[src/rtl/s_intr_pkg.sv]
// s_intr_pkg: FSM state encoding and ID-width helper for the slow-domain interrupt controller
package s_intr_pkg;
  typedef enum logic {ST_IDLE = 1'b0, ST_OFFER = 1'b1} state_t;
  function automatic int intr_id_w(input int n);
    return (n <= 2) ? 1 : $clog2(n);
  endfunction
endpackage

[src/rtl/s_intr_prio_enc.sv]
// s_intr_prio_enc: combinational lowest-index priority encoder
module s_intr_prio_enc #(
  parameter int W  = 1,
  parameter int IW = 1
) (
  input  logic [W-1:0]  vec,
  output logic          any,
  output logic [IW-1:0] idx
);
  always_comb begin
    idx = '0;
    for (int i = W - 1; i >= 0; i--) if (vec[i]) idx = IW'(i);
  end
  assign any = |vec;
endmodule

[src/rtl/s_intr_pending_ctrl.sv]
// s_intr_pending_ctrl: latches interrupt pulses, offers lowest eligible source, tracks in-service
// optional per-source coalesced-event counters enabled by INTR_PEND_OVF_CNT_EN
module s_intr_pending_ctrl
  import s_intr_pkg::*;
#(
  parameter int INTR_WIDTH = 1,
  parameter int CNT_WIDTH  = 4,
  localparam int ID_W      = intr_id_w(INTR_WIDTH)
) (
  input  logic                  slow_clk,
  input  logic                  slow_rst,
  input  logic [INTR_WIDTH-1:0] intr_pulse,
  input  logic [INTR_WIDTH-1:0] intr_en,
  output logic                  irq_valid,
  output logic [ID_W-1:0]       irq_id,
  input  logic                  irq_ready,
  input  logic                  cmpl_valid,
  input  logic [ID_W-1:0]       cmpl_id,
  output logic [INTR_WIDTH-1:0] pending,
  output logic [INTR_WIDTH-1:0] in_service
`ifdef INTR_PEND_OVF_CNT_EN
  ,output logic [INTR_WIDTH*CNT_WIDTH-1:0] ovf_cnt
`endif
);
  state_t state, state_nxt;
  logic any, claim;
  logic [ID_W-1:0] sel;
  logic [INTR_WIDTH-1:0] eligible, id_vec, cmpl_vec, claim_vec;
  assign eligible = pending & intr_en & ~in_service;
  s_intr_prio_enc #(.W(INTR_WIDTH), .IW(ID_W)) u_enc (.vec(eligible), .any(any), .idx(sel));
  always_comb begin
    id_vec = '0;
    cmpl_vec = '0;
    for (int i = 0; i < INTR_WIDTH; i++) begin
      id_vec[i] = irq_id == ID_W'(i);
      cmpl_vec[i] = cmpl_valid && cmpl_id == ID_W'(i);
    end
  end
  assign irq_valid = state == ST_OFFER;
  assign claim = irq_valid && irq_ready;
  assign claim_vec = claim ? id_vec : '0;
  always_comb begin
    state_nxt = state == ST_IDLE ? (any ? ST_OFFER : ST_IDLE)
              : (irq_ready || ~|(id_vec & intr_en)) ? ST_IDLE : ST_OFFER;
  end
  always_ff @(posedge slow_clk) begin
    if (slow_rst) begin
      state <= ST_IDLE;
      pending <= '0;
      in_service <= '0;
      irq_id <= '0;
    end else begin
      state <= state_nxt;
      pending <= (pending & ~claim_vec) | intr_pulse;
      in_service <= (in_service & ~cmpl_vec) | claim_vec;
      if (state == ST_IDLE && any) irq_id <= sel;
    end
  end
`ifdef INTR_PEND_OVF_CNT_EN
  logic [INTR_WIDTH-1:0][CNT_WIDTH-1:0] cnt;
  assign ovf_cnt = cnt;
  // a pulse landing on an already-pending bit is a lost event unless the same cycle claims it
  always_ff @(posedge slow_clk) begin
    for (int i = 0; i < INTR_WIDTH; i++)
      if (slow_rst) cnt[i] <= '0;
      else if (intr_pulse[i] && pending[i] && !claim_vec[i] && ~&cnt[i]) cnt[i] <= cnt[i] + 1'b1;
  end
`else
  logic unused_cnt_w;
  assign unused_cnt_w = CNT_WIDTH[0];
`endif
endmodule

[config.mk]
export PLATFORM = sky130hd
export DESIGN_NAME = s_intr_pending_ctrl
export DESIGN_NICKNAME = d
export VERILOG_FILES = /design/src/rtl/s_intr_pkg.sv /design/src/rtl/s_intr_prio_enc.sv /design/src/rtl/s_intr_pending_ctrl.sv
export SDC_FILE = /design/constraint.sdc
export NUM_CORES = 1
export LEC_CHECK = 0
export CAP_MARGIN = 0
export CORE_AREA = 2 2 39 41
export CTS_BUF_LIST = sky130_fd_sc_hd__clkbuf_16
export DETAILED_ROUTE_END_ITERATION = 6
export DIE_AREA = 0 0 41 43
export PLACE_DENSITY_LB_ADDON = 0.1
export SYNTH_ARGS = -nofsm -noshare
export SYNTH_HDL_FRONTEND = slang
export SYNTH_SLANG_ARGS = --single-unit
export TNS_END_PERCENT = 1
[constraint.sdc]
create_clock -name slow_clk -period 0.9 [get_ports slow_clk]
set_input_delay 0.27 -clock slow_clk [delete_from_list [all_inputs] [get_ports slow_clk]]
set_output_delay 0.27 -clock slow_clk [all_outputs]
set_load 0.1 [all_outputs]
# ---- Word-level counts from Yosys, hierarchy flattened
# Cells that the tools add are included.
dict set report op_classes {
  mux 4
  n_bitwise 10
  reduce_logical 4
}
# cell count
set op_table {}
lappend op_table {{$and A1 B1 Y1} 4}
lappend op_table {{$mux W1} 4}
lappend op_table {{$not A1 Y1} 4}
lappend op_table {{$logic_and A1 B1 Y1} 2}
lappend op_table {{$or A1 B1 Y1} 2}
lappend op_table {{$logic_not A1 Y1} 1}
lappend op_table {{$logic_or A1 B1 Y1} 1}
dict set report totals {
  ff_bits 3
  inputBits 7
  out_inout_bits 4
  elab_cells 21
}

# ---- Longest topological paths before layout
dict set report depth {
  depth_word 5
  depth_mapped 3
  mapped_depth_nobuf 3
}

# ---- Modules after synthesis
# From an unflattened synthesis, not the netlist that was laid out.
dict set report hier_totals {
  hier_cells 21
  area_unflattened_um2 178.9
}
# mod instances cells_per_inst area_each_um2 seq_area_each_um2
set by_module_without_submodules {}
lappend by_module_without_submodules {s_intr_pending_ctrl 1 18 160.2 80.1}
lappend by_module_without_submodules {s_intr_prio_enc 1 3 18.8 0.0}

# ---- Worst setup path after synthesis
# No wires, ideal clock.
dict set report synth_timing {
  kind {register to register}
  from {register pending}
  to {register state, in the netlist irq_valid}
  setup_time_ns 0.073
  t_arrival_ns 1.459
  required_time_ns 0.827
  slack_ns -0.632
  stages_incl_launch_ff 4
  path_buffers 0
  period_less_slack_ns 1.532
  cell_sequence {dfxtp_1 -> nor3b_2 -> a21oi_1 -> nor3b_2}
}
dict set report synth_between {
  elab_chain_len 4
}
# element line
set synth_lines {}
lappend synth_lines {{start, declared} s_intr_pending_ctrl.sv:19} ;# output logic [INTR_WIDTH-1:0] pending,
lappend synth_lines {{start signal, assigned} s_intr_pending_ctrl.sv:54} ;# pending <= (pending & ~claim_vec) | intr_pulse;
lappend synth_lines {{$and A1 B1 Y1 (2 in series)} s_intr_pending_ctrl.sv:29} ;# assign eligible = pending & intr_en & ~in_service;
lappend synth_lines {{$mux W1 (2 in series)} s_intr_pending_ctrl.sv:43} ;# state_nxt = state == ST_IDLE ? (any ? ST_OFFER : ST_IDLE)
lappend synth_lines {{end signal, assigned} s_intr_pending_ctrl.sv:53} ;# state <= state_nxt;
lappend synth_lines {{end, declared} s_intr_pending_ctrl.sv:25} ;# state_t state, state_nxt;
# No other way between the ends.
# A chain may end at the register's enable or synchronous reset.

# ---- Final worst setup path
dict set report layout_timing {
  from {register pending}
  to {output port pending}
}
# No word-level cell between the ends.

==> Implementation_results.wiki <==
{| class="wikitable"
! Metric !! Value
|-
| Worst endpoint required time || around 0.63 ns
|-
| Routability Congestion || 0.630
|-
| Maximum number of buffers from clock root to sink || 2
|-
| Effective utilization at floorplan || 9.49%
|-
| Horiz. Die Dim || 41 µm
|-
| Mean post-synth cell area || 8.76 µm²
|-
| Overflow left after global routing || 0
|-
| Mux cell area share after synthesis || 0%
|-
| Number of optimization iterations in the first detailed-route pass || 1
|-
| Initial antenna violation count || 0
|-
| Hold-fix buffers, CTS || 0
|-
| Global routing usage summed across all routing layers || 5.42%
|-
| Post-Route Utilization || 26.9%
|-
| Number of clock buffers inserted by TritonCTS || 3
|-
| Via total after detailed routing || about 140
|-
| Vias in the first global route || 160
|-
| Mapped Area || 131 µm²
|-
| Floorplan core area || 1380 µm²
|-
| Timing startpoint of the critical path || pending
|-
| Synthesis-to-layout area growth || 184%
|-
| Number of maximum-capacitance constraint violations || 0
|-
| Category of the worst setup path capture point || primary output
|-
| Leakage power || ~0.16 nW
|-
| Signal arrival time at the worst endpoint || 0.74 ns
|-
| Filler instances || 156
|-
| Peak Freq || 989 MHz
|-
| Slowest cell delay on critical path || 0.35 ns
|-
| Net count after synthesis || 22
|-
| Clock latency of the later-clocked register in the worst-skew pair || 0.22 ns
|-
| Total power per unit cell area || 2600 nW/µm²
|-
| Wire length of the first global-routing pass || 579 µm
|-
| Critical-path maximum fanout || 3
|-
| Die area || 1760 µm²
|-
| Number of primary I/O pins || 11
|-
| Worst r2r src || in_service
|-
| CTS Sinks || 3
|-
| Final critical-path share of the clock period || 112%
|-
| Number of flip-flops and latches in the synthesized netlist || 3
|-
| Maximum vdd drop || 973 µV
|-
| Routed wire length || around 340 µm
|-
| CP startpoint kind || register
|-
| Number of DRC violations after detailed routing || 0
|-
| Layout cell share with drive strength beyond 1 || 48.3%
|-
| Kind of cell adding the most delay to the critical path || flip-flops
|-
| Sequential share of the synthesized area || 45.7%
|-
| H-Tree Depth || 1
|-
| Worst path bufs/invs || 1
|-
| Maximum number of pins on one net before global-route repair || 4
|-
| DP Worst Slack || -0.250 ns
|-
| Final-report hold violation count || 0
|-
| Total of endpoints with negative setup slack in the final report || 4
|-
| Violations in the final reports || setup timing
|-
| Average wire length per cell after detail routing || 7.62 µm
|-
| Antenna cell count || 0
|-
| Crit path kind || register to primary output
|-
| Via count normalized by instance count || a little over 3
|-
| Fin. max-slew vios || 0
|-
| Final layout net count || 37
|-
| Cell Rows || 14
|-
| Run status || finished with violations
|-
| Library cell contributing the largest single delay on the critical path || dfxtp_4
|-
| Starting DRT DRC Count || 0
|-
| Remaining number of nets flagged by the antenna check after routing || 0
|-
| Clock-pin slew on the worst setup and hold paths || 0.03 ns
|-
| Clock root buffer || clkbuf_16
|-
| Number of library cell types mapped by synthesis || 9
|-
| Simple-gate area share of the yosys netlist || 24.8%
|-
| Cell breakdown of the critical path || buf_12
|-
| Dominant combinational cell family by area after synthesis || simple AND/OR/NAND/NOR gates
|-
| PnR worst setup slack || -0.111 ns
|-
| Clock tree from TritonCTS || yes
|-
| Number of instances in the synthesized netlist || 15
|-
| Startpoint of the worst hold path || pending
|-
| Number of warnings reported in the yosys synthesis log || 0
|-
| Area used by multi-input combinational logic || 60.1 µm²
|-
| Footprint of the flip-flops and latches || ~71 µm²
|-
| Die height || roughly 43 µm
|-
| Unrepaired setup endpoints after global routing || yes
|-
| Synth Area in Adders || 0%
|-
| Quantity of I/O buffers inserted on ports || 9
|-
| Parity-gate share of the synthesized area counting xor and xnor cells || 0%
|-
| Clock Skews || 0.00134 ns
|-
| Class of the tightest hold or removal check || register to register
|-
| Final critical delay including setup and external delays || 1.01 ns
|-
| Area fraction in compound gates after synthesis || 15.2%
|}
[through the flow]
step | cell area [µm²] | std cells | hold WS, ns | setup TNS [ns] | power, mW
6_report | 373 | 45 | 0.520 | -0.339 | 0.970
5_1_grt | 373 | 45 | 0.576 | -0.516 | 1.00
4_1_cts | 369 | 45 | 0.527 | -0.374 | 0.985
3_5_place_dp | 275 | 39 | 0.516 | -0.714 | 0.279
3_3_place_gp | 275 | 39 | 0.509 | -0.707 | 0.279
2_1_floorplan | 143 | 15 | 0.329 | -0.130 | 0.223
[synth_stat cells]
| cell type | n | area share (%) |
|---|---|---|
| buf_4 | 1 | 5.7 |
| a21oi_1 | 3 | 11 |
| o21ai_0 | 1 | 3.8 |
| nor2_1 | 1 | 2.9 |
| nand2_1 | 1 | 2.9 |
| nor3b_2 | 2 | 19 |
| dfxtp_1 | 3 | 46 |
| conb_1 | 1 | 2.9 |
| inv_1 | 2 | 5.7 |
[power by group]
group / leakage (nW) / switching [mW] / internal, mW
Sequential: 0.0267 / 0.00690 / 0.136
Combinational: 0.0896 / 0.0809 / 0.0585
Clock: 0.0423 / 0.115 / 0.572
Total: 0.159 / 0.203 / 0.767
[worst register-to-register path, stage by stage, from the launching register on]
cell and delay (ns):
dfxtp_4 0.34, buf_4 0.14, nor3b_2 0.17, a21oi_1 0.07, nor3b_2 0.14
[final timing paths]
kind / cells past startpoint / slack [ns] / to
setup / recovery: 1 / -0.11 / pending
hold / removal: 2 / 0.52 / pending
setup reg to reg: 4 / -0.02 / irq_valid
hold reg to reg: 2 / 0.52 / pending
[final cells by class]
| class | count | area share, % |
|---|---|---|
| Tap cell | 16 | 5.37 |
| Clock buffer | 3 | 20.1 |
| Timing Repair Buffer | 11 | 36.2 |
| Inverter | 2 | 2.01 |
| Multi-Input combinational cell | 9 | 16.1 |
| Clock inverter | 1 | 1.01 |
| Sequential cell | 3 | 19.1 |
[sequential cells by signal, indices dropped and copies added, names as in the netlist]
| name | count |
|---|---|
| pending | 1 |
| in_service | 1 |
| irq_valid | 1 |
[what timing repair did]
item | 4_1_cts | 5_1_grt
gates resized for setup | 1 | 1
cloned | 0 | 0
buffers inserted | 2 | 0
endpoints found under the hold margin | 0 | 0
pin swaps | 1 | 2
endpoints found under the setup margin | 6 | 6
[metal layers]
metal	up-vias	share of wire, %	global-route usage, %	wire length, µm
met5	-	0	0	0
met3	0	12	3.14	42
met2	7	48	7.81	165
met4	0	0	6.00	0
li1	74	-	-	-
met1	55	40	4.49	136
[placed cells by master, fill, tap and decap left out]
cell	instances
clkdlybuf4s50_1	6
nor2_1	1
conb_1	1
inv_1	3
nor3b_2	2
dfxtp_4	3
o21ai_2	1
a21oi_1	3
nand2_1	1
buf_4	2
buf_12	3
clkbuf_16	3
[logic make-up after synthesis]
kind of cell           count (synthesis)
other                                  1
buffers and inverters                  3
AOI/OAI and AO/OA                      4
DFF                                    3
and+or+nand+nor                        4
Power figures use the tool's default switching activity.
